===== src/rtl/rot_pkg.sv =====
// Shared types for the sequential rotate engine: FSM state encoding and default width.
package rot_pkg;

  localparam int DEFAULT_DATA_WIDTH = 20;

  typedef enum logic [1:0] {
    IDLE  = 2'd0,
    SHIFT = 2'd1,
    DONE  = 2'd2
  } state_e;

endpackage


===== src/rtl/rot_step.sv =====
// Combinational single-position rotate; dir=0 rotates right, dir=1 rotates left.
module rot_step #(
  parameter int DATA_WIDTH = 20
) (
  input  logic [DATA_WIDTH-1:0] data_i,
  input  logic                  dir_i,
  output logic [DATA_WIDTH-1:0] data_o
);

  always_comb begin
    if (dir_i) data_o = {data_i[DATA_WIDTH-2:0], data_i[DATA_WIDTH-1]};
    else       data_o = {data_i[0], data_i[DATA_WIDTH-1:1]};
  end

endmodule


===== src/rtl/rotright_seq.sv =====
// Multi-cycle rotate engine, one bit position per clock, start/busy/done handshake.
// Define ROTRIGHT_BIDIR_EN to add the dir input (0=right, 1=left).
//
// state | meaning
// IDLE  | waiting for start; data_out holds the last result
// SHIFT | rotating one position per clock, cnt counts down remaining steps
// DONE  | one-cycle done pulse, then back to IDLE regardless of start
module rotright_seq
  import rot_pkg::*;
#(
  parameter int DATA_WIDTH = DEFAULT_DATA_WIDTH,
  parameter int CNT_WIDTH  = $clog2(DATA_WIDTH)
) (
  input  logic                  clk,
  input  logic                  rst_n,
  input  logic                  start,
  input  logic [DATA_WIDTH-1:0] data_in,
  input  logic [DATA_WIDTH-1:0] shift_amount,
`ifdef ROTRIGHT_BIDIR_EN
  input  logic                  dir,
`endif
  output logic                  busy,
  output logic                  done,
  output logic [DATA_WIDTH-1:0] data_out
);

  localparam logic [DATA_WIDTH-1:0] DW_L = DATA_WIDTH'(DATA_WIDTH);

  state_e                  state_q;
  logic [CNT_WIDTH-1:0]    cnt_q;
  logic [DATA_WIDTH-1:0]   data_q;
  logic [DATA_WIDTH-1:0]   data_d;
  logic                    busy_q;
  logic                    done_q;
  logic                    dir_q;
  logic [CNT_WIDTH-1:0]    k_d;

  // Full-width unsigned modulo so amounts >= DATA_WIDTH wrap.
  assign k_d = CNT_WIDTH'(shift_amount % DW_L);

`ifdef ROTRIGHT_BIDIR_EN
  always_ff @(posedge clk or negedge rst_n) begin
    if (!rst_n)                         dir_q <= 1'b0;
    else if (state_q == IDLE && start)  dir_q <= dir;
  end
`else
  assign dir_q = 1'b0;
`endif

  rot_step #(.DATA_WIDTH(DATA_WIDTH)) u_step (
    .data_i (data_q),
    .dir_i  (dir_q),
    .data_o (data_d)
  );

  always_ff @(posedge clk or negedge rst_n) begin
    if (!rst_n) begin
      state_q <= IDLE;
      cnt_q   <= '0;
      data_q  <= '0;
      busy_q  <= 1'b0;
      done_q  <= 1'b0;
    end else begin
      unique case (state_q)
        IDLE: begin
          if (start) begin
            data_q <= data_in;
            cnt_q  <= k_d;
            busy_q <= 1'b1;
            if (k_d == '0) begin
              state_q <= DONE;
              done_q  <= 1'b1;
            end else begin
              state_q <= SHIFT;
            end
          end
        end
        SHIFT: begin
          data_q <= data_d;
          cnt_q  <= cnt_q - CNT_WIDTH'(1);
          if (cnt_q == CNT_WIDTH'(1)) begin
            state_q <= DONE;
            done_q  <= 1'b1;
          end
        end
        DONE: begin
          state_q <= IDLE;
          busy_q  <= 1'b0;
          done_q  <= 1'b0;
        end
        default: begin
          state_q <= IDLE;
          busy_q  <= 1'b0;
          done_q  <= 1'b0;
        end
      endcase
    end
  end

  assign busy     = busy_q;
  assign done     = done_q;
  assign data_out = data_q;

endmodule


===== config.mk =====
export PLATFORM = sky130hd
export DESIGN_NAME = rotright_seq
export DESIGN_NICKNAME = d
export VERILOG_FILES = /design/src/rtl/rot_pkg.sv /design/src/rtl/rot_step.sv /design/src/rtl/rotright_seq.sv
export SDC_FILE = /design/constraint.sdc
export NUM_CORES = 1
export LEC_CHECK = 0
export BUFFER_PORTS_ARGS = -buffer_cell sky130_fd_sc_hd__clkbuf_2
export CAP_MARGIN = 20
export CORE_MARGIN = 2
export CORE_UTILIZATION = 52
export CTS_BUF_LIST = sky130_fd_sc_hd__clkbuf_4
export CTS_CLUSTER_SIZE = 16
export DETAILED_ROUTE_END_ITERATION = 12
export PLACE_DENSITY = 0.85
export SYNTH_ARGS = -nofsm -noshare
export SYNTH_HDL_FRONTEND = slang
export SYNTH_SLANG_ARGS = --single-unit

===== constraint.sdc =====
create_clock -name clk -period 2.8 [get_ports clk]
set_input_delay 0.56 -clock clk [delete_from_list [all_inputs] [get_ports clk]]
set_output_delay 0.56 -clock clk [all_outputs]
set_load 0.02 [all_outputs]

==> flow_metrics.env <==
export IMPL_cts_tree="built"
export IMPL_nets=730
export IMPL_routabilityCongestion=0.9440
export IMPL_tns_ns=-12.87
export IMPL_regArea_um2=725.7
export IMPL_drtAntennaViolNets=0
export IMPL_critPathLaunch="shift_amount[19]"
export IMPL_min_path_type="input port to async pin"
export IMPL_fin_util_pct=79.20
export IMPL_fin_cells=785
export IMPL_finClkSkew_ns=0.005146
export IMPL_synth_avg_cell_area_um2=7.681
export IMPL_wire_per_inst_um=18.54
export IMPL_fillCellCount=491
export IMPL_r2r_start="state_q[0]$_DFFE_PN0P_"
export IMPL_met2_usage_pct=59.70
export IMPL_max_slew_margin_pct=53.91
export IMPL_synth_edf_count=0
export IMPL_p_comb_share_pct=71.2
export IMPL_first_iter_violations=346
export IMPL_path_max_fanout=5
export IMPL_power_total_mw=3.681
export IMPL_htree_levels=2
export IMPL_yosysWarningCount=0
export IMPL_rsz0062_at_grt="true"
export IMPL_setup_viol=6
export IMPL_setup_ws_ns=-2.218
export IMPL_yosysTopAreaCell="dfrtp_1"
export IMPL_grt_max_degree=35
export IMPL_syn_inst=511
export IMPL_drtPass1Iterations=5
export IMPL_max_cap_viol_count=0
export IMPL_worstMarginPinSlew_ns=0.6914
export IMPL_ff2ff_path_depth=5
export IMPL_cts_sinks=29
export IMPL_ys_ff_latch=29
export IMPL_vias_per_cell=6.531
export IMPL_async_flop_share_pct=100.0
export IMPL_dp_hpwl_mm=10.51
export IMPL_grt_use_total_pct=33.26
export IMPL_ys_types=96
export IMPL_hold_worst_slack_ns=0.2472
export IMPL_fp_dieArea_mm2=0.008259
export IMPL_synthTopCellsByCount="54 x nand2_1, 41 x o21ai_0, 33 x nor2_1"
export IMPL_insertion_delay_ns=0.34
export IMPL_cts_hold_buf=0
export IMPL_clk_pin_slew_ns=0.09
export IMPL_synth_top_area_share_pct=18.49
export IMPL_hold_viol=0
export IMPL_r2r_setup_slack_ns=1.08
export IMPL_dp_cells=757
export IMPL_synth_area_leaders="dfrtp_1 18%, mux2i_1 6.4%, o21ai_0 5.2%"
export IMPL_p_sw_mw=1.842
export IMPL_fin_crit_sh_pct=179.2
export IMPL_die_h_um=90.88
export IMPL_rows=31
export IMPL_vias=5127
export IMPL_irDropWorstVdd_mv=0.3652
export IMPL_routed_wl_mm=14.55
export IMPL_busiest_layer="met2"
export IMPL_swShare_pct=50.04
export IMPL_antenna_found_initial=0
export IMPL_yosysSeqAreaShare_pct=18.49
export IMPL_diodes=0
export IMPL_synth_ff_type="dfrtp_1"
export IMPL_pwr_share_clk_pct=6.5
export IMPL_floorplan_initialDensity_pct=53.83
export IMPL_die_w_um=90.88
export IMPL_yosysMostFrequentCell="nand2_1"
export IMPL_layout_min_cycle_time_ns=5.018
export IMPL_critPathCaptureType="register"
export IMPL_p_leak_nw=2.546
export IMPL_drive_gt1_share_pct=44.02
export IMPL_core_area_mm2=0.007292
export IMPL_cp_start_kind="input port"
export IMPL_outcome="finished with violations"
export IMPL_ios=65
export IMPL_fmax_ghz=0.1993
export IMPL_grt_met3_usage_pct=3.172
export IMPL_cp_required_ns=3.02
export IMPL_area_growth_pct=47.15
export IMPL_powerDensity_mw_per_mm2=637.4
export IMPL_cts_buffers=5
export IMPL_gr_usage_met1_pct=42.41
export IMPL_clockBufferDepth=2
export IMPL_p_int_mw=1.839
export IMPL_portBuffers=64
export IMPL_cts_root_buf="clkbuf_4"
export IMPL_grt_ovfl_total=0
export IMPL_synth_nets=556
export IMPL_seq_power_share_pct=22.3
export IMPL_failed_checks="setup timing"
export IMPL_arrival_ns=5.24
export IMPL_grt_pass1_vias=4845
export IMPL_multi_input_area_mm2=0.003344
export IMPL_syn_area_mm2=0.003925
export IMPL_path_class="input port to register"
export IMPL_drv_slew=0
export IMPL_drc=0
export IMPL_grt_first_pass_wirelength_mm=23.03
-- final timing paths --
check                                           to
max                           cnt_q[3]$_DFFE_PN0P_
min in group clk           data_out[1]$_DFFE_PN0P_
max in group asynchronous  data_out[0]$_DFFE_PN0P_
max reg2reg                data_out[8]$_DFFE_PN0P_
min reg2reg                data_out[0]$_DFFE_PN0P_
min                               busy$_DFFE_PN0P_
-- layout by cell type (no fill, tap or decap), drive strengths merged, types with 4 or more instances in the layout --
| cell type | synthesis | routed |
|---|---|---|
| o211ai | 6 | 6 |
| a211oi | 9 | 9 |
| xnor2 | 7 | 7 |
| dfrtp | 29 | 29 |
| o32ai | 5 | 5 |
| nand3 | 16 | 16 |
| a21oi | 21 | 21 |
| nor4bb | 5 | 5 |
| inv | 21 | 21 |
| nor3b | 6 | 6 |
| or3 | 4 | 4 |
| o2111ai | 8 | 8 |
| nor3 | 13 | 13 |
| buf | 10 | 145 |
| nor4 | 10 | 10 |
| mux2i | 25 | 25 |
| and3 | 8 | 8 |
| o22ai | 7 | 7 |
| a311oi | 5 | 5 |
| clkbuf | 32 | 68 |
| nand4 | 11 | 11 |
| o21a | 4 | 4 |
| a22oi | 5 | 6 |
| a31oi | 9 | 9 |
| o21ai | 51 | 51 |
| a41oi | 7 | 7 |
| nor2 | 33 | 33 |
| nand2 | 54 | 54 |
| and4 | 4 | 4 |
| and3b | 5 | 5 |
| a21boi | 4 | 4 |
-- power by group through the flow --
stage               Clock, mW  Combinational [mW]  Sequential [mW]
global route            0.271                2.80            0.842
finish                  0.241                2.62            0.820
detailed placement          0                2.32            0.820
floorplan                   0                1.37            0.967
global placement            0                2.22            0.796
CTS                     0.241                2.44            0.812
-- cells by family (layout without fill, tap and decap cells) --
family                   after synthesis  count (layout)  synth area share (%)
buffers and inverters                 63             237                 7.077
multiplexers                          28              28                 7.236
flip-flops                            29              29                 18.49
AO/OA/AOI/OAI                        193             194                 38.60
AND/OR/NAND/NOR                      187             187                 25.95
XOR/XNOR                               9               9                 2.008
adder cells (fa/ha/maj)                2               2                0.6374
-- routing by layer --
layer  routed length (µm)  up-vias
met3                 1076       51
met2                 7181      270
met5                    0        -
met1                 5941     2445
met4                  354        0
li1                     -     2361
-- flip-flops by register name, summed over array words and instances, names as in the netlist --
register,cells
cnt_q,5
done,1
busy,1
data_out,20
state_q,2
-- area by class of cell --
| cell class | instances | area share (%) |
|---|---|---|
| Tap cell | 99 | 2.145 |
| Inverter | 21 | 1.365 |
| Timing Repair Buffer | 208 | 25.15 |
| Multi-Input combinational cell | 420 | 57.91 |
| Clock inverter | 3 | 0.2166 |
| Sequential cell | 29 | 12.56 |
| Clock buffer | 5 | 0.6499 |
-- what timing repair did --
item / 4_1_cts / 5_1_grt
buffers inserted: 11 / 8
endpoints found under the setup margin: 6 / 6
gates resized for setup: 30 / 44
pin swaps: 25 / 34
gates cloned: 1 / 0
-- metrics by stage --
stage | cell area [µm²] | worst slack (ns)
floorplan | 4051 | -2.189
global placement | 5238 | -2.532
detailed placement | 5238 | -2.732
CTS | 5515 | -1.987
global route | 5776 | -2.311
finish | 5776 | -2.218
-- critical path, cell delays in order --
cell	delay, ns
buf_6	0.10
or4b_4	0.54
or2_4	0.30
a32oi_4	0.29
o221ai_2	0.17
buf_4	0.16
o221a_1	0.25
o21a_2	0.16
and4_4	0.20
a2111oi_4	0.30
buf_4	0.21
a22oi_4	0.11
a32o_2	0.32
nor4_2	0.35
a2bb2oi_1	0.35
a211oi_4	0.13
and2_4	0.19
and4_1	0.21
a311oi_2	0.23
a31oi_1	0.12
Note: power is estimated with default switching activity, not from simulation.
